<file path="config.mk">
export PLATFORM = sky130hd
export DESIGN_NAME = spatz_div_arbiter
export DESIGN_NICKNAME = d
export VERILOG_FILES = /design/src/rtl/spatz_div_arbiter.sv
export SDC_FILE = /design/constraint.sdc
export NUM_CORES = 1
export LEC_CHECK = 0
export CAP_MARGIN = 10
export CORE_AREA = 2 2 185 187
export CTS_CLUSTER_DIAMETER = 150
export DETAILED_ROUTE_END_ITERATION = 12
export DIE_AREA = 0 0 187 189
export GPL_TIMING_DRIVEN = 0
export HOLD_SLACK_MARGIN = 0.02
export PLACE_DENSITY_LB_ADDON = 0.2
export SLEW_MARGIN = 5
export SYNTH_ARGS = -nofsm -noshare
export SYNTH_HDL_FRONTEND = slang
export SYNTH_SLANG_ARGS = --single-unit
</file>
<file path="constraint.sdc">
create_clock -name clk_i -period 4.9 [get_ports clk_i]
set_input_delay 0.98 -clock clk_i [delete_from_list [all_inputs] [get_ports clk_i]]
set_output_delay 0.98 -clock clk_i [all_outputs]
set_load 0.02 [all_outputs]
</file>
<file path="src/rtl/spatz_div_arbiter.sv">
// spatz_div_arbiter
// Lets NumReq SIMD lanes share one serial divider, with one operation in
// flight at a time. In IDLE a round-robin scan picks one requesting lane.
// A legal op is sent to the divider (ISSUE), the arbiter waits for the
// divider result (WAIT), and the result goes back to the granted lane (RESP).
// An illegal op skips the divider, returns zero and sets the sticky error.
module spatz_div_arbiter #(
  parameter int unsigned NumReq  = 4,
  parameter int unsigned Width   = 32,
  parameter int unsigned IdWidth = (NumReq > 1) ? $clog2(NumReq) : 1
) (
  input  logic                          clk_i,
  input  logic                          rst_ni,
  input  logic [NumReq-1:0]             req_valid_i,
  output logic [NumReq-1:0]             req_ready_o,
  input  logic [NumReq-1:0][3:0]        req_op_i,
  input  logic [NumReq-1:0][Width-1:0]  req_op_a_i,
  input  logic [NumReq-1:0][Width-1:0]  req_op_b_i,
  output logic [NumReq-1:0]             rsp_valid_o,
  input  logic [NumReq-1:0]             rsp_ready_i,
  output logic [Width-1:0]              rsp_result_o,
  output logic                          div_in_valid_o,
  input  logic                          div_in_ready_i,
  output logic [31:0]                   div_op_o,
  output logic [Width-1:0]              div_op_a_o,
  output logic [Width-1:0]              div_op_b_o,
  output logic [IdWidth-1:0]            div_id_o,
  input  logic                          div_out_valid_i,
  output logic                          div_out_ready_o,
  input  logic [IdWidth-1:0]            div_id_i,
  input  logic [Width-1:0]              div_result_i,
  output logic                          err_o,
  output logic [15:0]                   done_cnt_o
);

  // Lane operation encoding. The divide family uses the RISC-V funct3 value
  // of the matching divider opcode, so the opcode can be rebuilt directly.
  localparam logic [3:0] OpVAdd  = 4'd0;
  localparam logic [3:0] OpVMul  = 4'd1;
  localparam logic [3:0] OpVDiv  = 4'd4;
  localparam logic [3:0] OpVDivu = 4'd5;
  localparam logic [3:0] OpVRem  = 4'd6;
  localparam logic [3:0] OpVRemu = 4'd7;

  typedef enum logic [1:0] {
    IDLE,
    ISSUE,
    WAIT,
    RESP
  } state_e;

  state_e             state_q;
  logic [IdWidth-1:0] rr_q;
  logic [IdWidth-1:0] grant_q;
  logic [3:0]         op_q;
  logic [Width-1:0]   opA_q;
  logic [Width-1:0]   opB_q;
  logic [Width-1:0]   result_q;
  logic               err_q;
  logic [15:0]        doneCnt_q;

  logic               anyValid;
  logic [IdWidth-1:0] grantIdx;
  logic [IdWidth-1:0] cand;
  logic [IdWidth-1:0] rr_d;

  function automatic logic isDivOp(input logic [3:0] op);
    case (op)
      OpVDiv, OpVDivu, OpVRem, OpVRemu: isDivOp = 1'b1;
      OpVAdd, OpVMul:                   isDivOp = 1'b0;
      default:                          isDivOp = 1'b0;
    endcase
  endfunction

  function automatic logic [31:0] divOpcode(input logic [3:0] op);
    case (op)
      OpVDiv:  divOpcode = 32'h0200_4033;
      OpVDivu: divOpcode = 32'h0200_5033;
      OpVRem:  divOpcode = 32'h0200_6033;
      OpVRemu: divOpcode = 32'h0200_7033;
      default: divOpcode = 32'h0000_0000;
    endcase
  endfunction

  // Round-robin scan: the first valid lane at or after rr_q, wrapping modulo NumReq.
  always_comb begin
    anyValid = 1'b0;
    grantIdx = '0;
    cand     = '0;
    for (int unsigned i = 0; i < NumReq; i++) begin
      cand = IdWidth'((32'(rr_q) + i) % NumReq);
      if (!anyValid && req_valid_i[cand]) begin
        anyValid = 1'b1;
        grantIdx = cand;
      end
    end
    rr_d = IdWidth'((32'(grantIdx) + 32'd1) % NumReq);
  end

  // Control FSM: grant in IDLE, hand off to the divider, collect the result, return it.
  always_ff @(posedge clk_i or negedge rst_ni) begin
    if (!rst_ni) begin
      state_q   <= IDLE;
      rr_q      <= '0;
      grant_q   <= '0;
      op_q      <= OpVAdd;
      opA_q     <= '0;
      opB_q     <= '0;
      result_q  <= '0;
      err_q     <= 1'b0;
      doneCnt_q <= '0;
    end else begin
      case (state_q)
        IDLE: begin
          if (anyValid) begin
            grant_q <= grantIdx;
            rr_q    <= rr_d;
            op_q    <= req_op_i[grantIdx];
            opA_q   <= req_op_a_i[grantIdx];
            opB_q   <= req_op_b_i[grantIdx];
            if (isDivOp(req_op_i[grantIdx])) begin
              state_q <= ISSUE;
            end else begin
              result_q <= '0;
              err_q    <= 1'b1;
              state_q  <= RESP;
            end
          end
        end
        ISSUE: begin
          if (div_in_ready_i) begin
            state_q <= WAIT;
          end
        end
        WAIT: begin
          if (div_out_valid_i) begin
            result_q <= div_result_i;
            if (div_id_i != grant_q) begin
              err_q <= 1'b1;
            end
            state_q <= RESP;
          end
        end
        RESP: begin
          if (rsp_ready_i[grant_q]) begin
            if (doneCnt_q != 16'hFFFF) begin
              doneCnt_q <= doneCnt_q + 16'd1;
            end
            state_q <= IDLE;
          end
        end
        default: state_q <= IDLE;
      endcase
    end
  end

  // Handshake outputs are decoded from the registered state. The reset gate
  // on the grant keeps req_ready_o low while reset is held, even when lanes
  // are already requesting.
  always_comb begin
    req_ready_o     = '0;
    if (state_q == IDLE && anyValid && rst_ni) begin
      req_ready_o = NumReq'(1) << grantIdx;
    end
    rsp_valid_o     = (state_q == RESP) ? (NumReq'(1) << grant_q) : '0;
    div_in_valid_o  = (state_q == ISSUE);
    div_out_ready_o = (state_q == WAIT);
  end

  assign rsp_result_o = result_q;
  assign div_op_o     = divOpcode(op_q);
  assign div_op_a_o   = opA_q;
  assign div_op_b_o   = opB_q;
  assign div_id_o     = grant_q;
  assign err_o        = err_q;
  assign done_cnt_o   = doneCnt_q;

endmodule
</file>
==> impl_metrics.yaml <==
floorplan:
  die_x_um: 187
  io_pins: 475
  dieArea_mm2: 0.0353
  die_h_um: 189
  coreArea_mm2: 0.0333
  start_util: 0.237
  row_count: 67
critical_path:
  ff2ff_setup_slack_ns: 1.78
  worst_setup_path_start_kind: "input pin"
  reg2regPathDepth: 8
  crit_type: "input pin to primary output"
  reg2reg_to: "op_q[2]$_DFFE_PN0P_"
  cp-end-kind: "primary output"
  critical_path.max_fanout: 11
  reg2reg_from: "state_q[0]$_DFFE_PN0P_"
  cp.required_ns: 3.92
  arrival_ns: 3.72
synthesis:
  ys_types: 48
  synth_top_area_frac: 0.390
  syn_area_per_cell_um2: 7.26
  syn_area_mm2: 0.00790
  synth-seq-cells: 123
  ys_seq_area_frac: 0.390
  syn_inst: 1088
  synth.top_cells.by_count: "442 x nand2_1, 138 x o21ai_0, 123 x dfrtp_1, 104 x nand3_1, 61 x clkbuf_1"
  yosys.area.top_type: "dfrtp_1"
  async_flop_share: 1.00
  synthFlopType: "dfrtp_1"
  yosysMostFrequentCell: "nand2_1"
  synth_edf_count: 0
  yosysWarnings: 0
  synthTopCellsByArea: "dfrtp_1 39%, nand2_1 21%, o21ai_0 8.7%"
grt:
  grt_pass1_wl_um: 55200
  grt_util_all_layers: 0.202
  grt_pass1_vias: 9467
  gr-usage-met1: 0.235
  antenna_found_initial: 4
  gr-usage-met3: 0.0625
  gr-usage-met2: 0.362
  top_usage_layer: "met2"
  grt_overflow: 0
  grt_max_degree: 75
worst_hold_path:
  holdCritPathClass: "flop to flop"
  hold_depth: 1
  hold_start: "err_o$_DFFE_PN0P_"
  min_to: "err_o$_DFFE_PN0P_"
timing:
  max_slew_margin: 0.511
  fin_crit_ns: 4.70
  fmax_mhz: 213
  worst_slew_pin_slew_ns: 0.733
  clock_skew_ns: 0.0173
  grt_setup_unrepaired: "false"
  setup_viol: 0
  post-route-period-util: 0.959
  final-max-slew-violation-count: 0
  finalHoldViolCount: 0
pwr:
  total_power_mw: 7.29
  leakage_nw: 5.94
  power_density_mw_per_mm2: 535
  peakVddDrop_uv: 248
flow_run:
  drv_cap: 0
clocking:
  worstSkewPairLatency_ns: 0.42
  hold_buffers: 0
  htree_levels: 4
  cts_root_buffer: "clkbuf_16"
  tritoncts: "yes"
  cts_buffer_depth: 2
  cts.reportedPaths.clkPinSlew_ns: 0.05
  numCtsBuffers: 17
  clock_sinks: 123
route:
  routed_wl_um: 36400
  drc: 0
  post_drt_wl_per_cell_um: 17.9
  drt_iter0_markers: 469
  first_pass_iters: 4
  vias_per_cell: 4.56
  drtAntennaViolNets: 0
  vias: 9297
finish:
  drive_above_1_share: 0.0541
  syn_to_final_growth_pct: 72.6
  fin_nets: 1905
  final_cells: 2039
placed_design:
  hpwl_um: 28800
  port_buffers: 450
  gp_congestion: 0.819
  place_inst: 2010
outcome:
  status: "finished, final reports clean"
==> worst max-delay path, cell delays in order <==
cell	delay, ns
clkdlybuf4s50_1	0.60
nand2b_1	0.12
o211a_4	0.27
nor2_8	0.25
buf_4	0.26
clkbuf_4	0.26
ha_1	0.17
and3_1	0.13
clkdlybuf4s50_1	0.65
==> layout make-up <==
type | instances | area [um2]
fill | 3483 | 19600
antenna | 1 | 2.50
clock buffer | 19 | 443
buffer | 104 | 537
sequential | 123 | 3080
multi-input combinational | 870 | 4320
clock inverter | 13 | 118
timing repair buffer | 451 | 4530
tap | 448 | 561
inverter | 10 | 37.5
==> layer usage <==
| layer | vias to the layer above | share of wire | routed length, um |
|---|---|---|---|
| met2 | 327 | 0.50 | 18300 |
| met5 | - | 0.00099 | 36 |
| li1 | 4568 | - | - |
| met1 | 4353 | 0.40 | 14600 |
| met3 | 43 | 0.078 | 2830 |
| met4 | 6 | 0.018 | 667 |
==> report_power, final <==
part / leakage [nW] / switching (mW) / internal (mW)
registers: 1.55 / 0.293 / 1.46
clock network: 0.262 / 0.521 / 0.714
logic: 4.13 / 2.49 / 1.81
total: 5.94 / 3.30 / 3.99
==> registers in the layout (all words and copies together) (netlist names) <==
signal / cells
div_id_o: 2
rr_q: 2
state_q: 2
op_q: 4
div_op_b_o: 32
err_o: 1
rsp_result_o: 32
done_cnt_o: 16
div_op_a_o: 32
==> through the flow <==
step / utilization / setup WS [ns] / instance area, um2 / TNS [ns] / hold WS, ns
3_5_place_dp: 0.393 / -0.605 / 13100 / -2.29 / 0.444
2_1_floorplan: - / 1.36 / 7980 / 0 / 0.441
5_1_grt: 0.410 / 0.0166 / 13600 / 0 / 0.501
3_3_place_gp: 0.392 / -3.55 / 13000 / -357.48 / 0.441
6_report: 0.410 / 0.201 / 13600 / 0 / 0.451
4_1_cts: 0.410 / 0.0730 / 13600 / 0 / 0.457
==> worst max-delay path by stage <==
stage,from,endpoint,slack [ns]
3_3_place_gp,rst_ni,req_ready_o[2],-3.55
5_1_grt,req_valid_i[2],req_ready_o[2],0.02
4_1_cts,req_valid_i[2],req_ready_o[2],0.07
3_5_place_dp,req_valid_i[0],req_ready_o[1],-0.60
6_report,req_valid_i[2],req_ready_o[3],0.20
2_1_floorplan,req_valid_i[0],req_ready_o[3],1.36
==> logic make-up after synthesis <==
family | after synthesis | share of synthesized area
AOI/OAI and AO/OA | 220 | 0.181
xor gates and xnor gates | 17 | 0.0189
adders and majority gates | 10 | 0.0158
buffers and inverters | 118 | 0.0737
DFF | 123 | 0.390
muxes | 3 | 0.00554
other | 1 | 0.000475
and+or+nand+nor | 596 | 0.315
==> cell usage in the layout, fill, tap and decap left out, types with 14 or more instances in the layout <==
cell	count
nand3_1	104
dfrtp_1	123
nor2_1	14
buf_4	31
nand2_1	442
a21boi_0	27
o21ai_0	138
clkbuf_1	56
clkbuf_16	17
conb_1	24
clkdlybuf4s50_1	449
a221o_1	32
==> repair_timing <==
action | 4_1_cts | 5_1_grt
setup endpoints to repair | 4 | 2
resized for setup | 4 | 1
buffers inserted | 0 | 0
No activity file was read; power rests on OpenSTA's default activity.
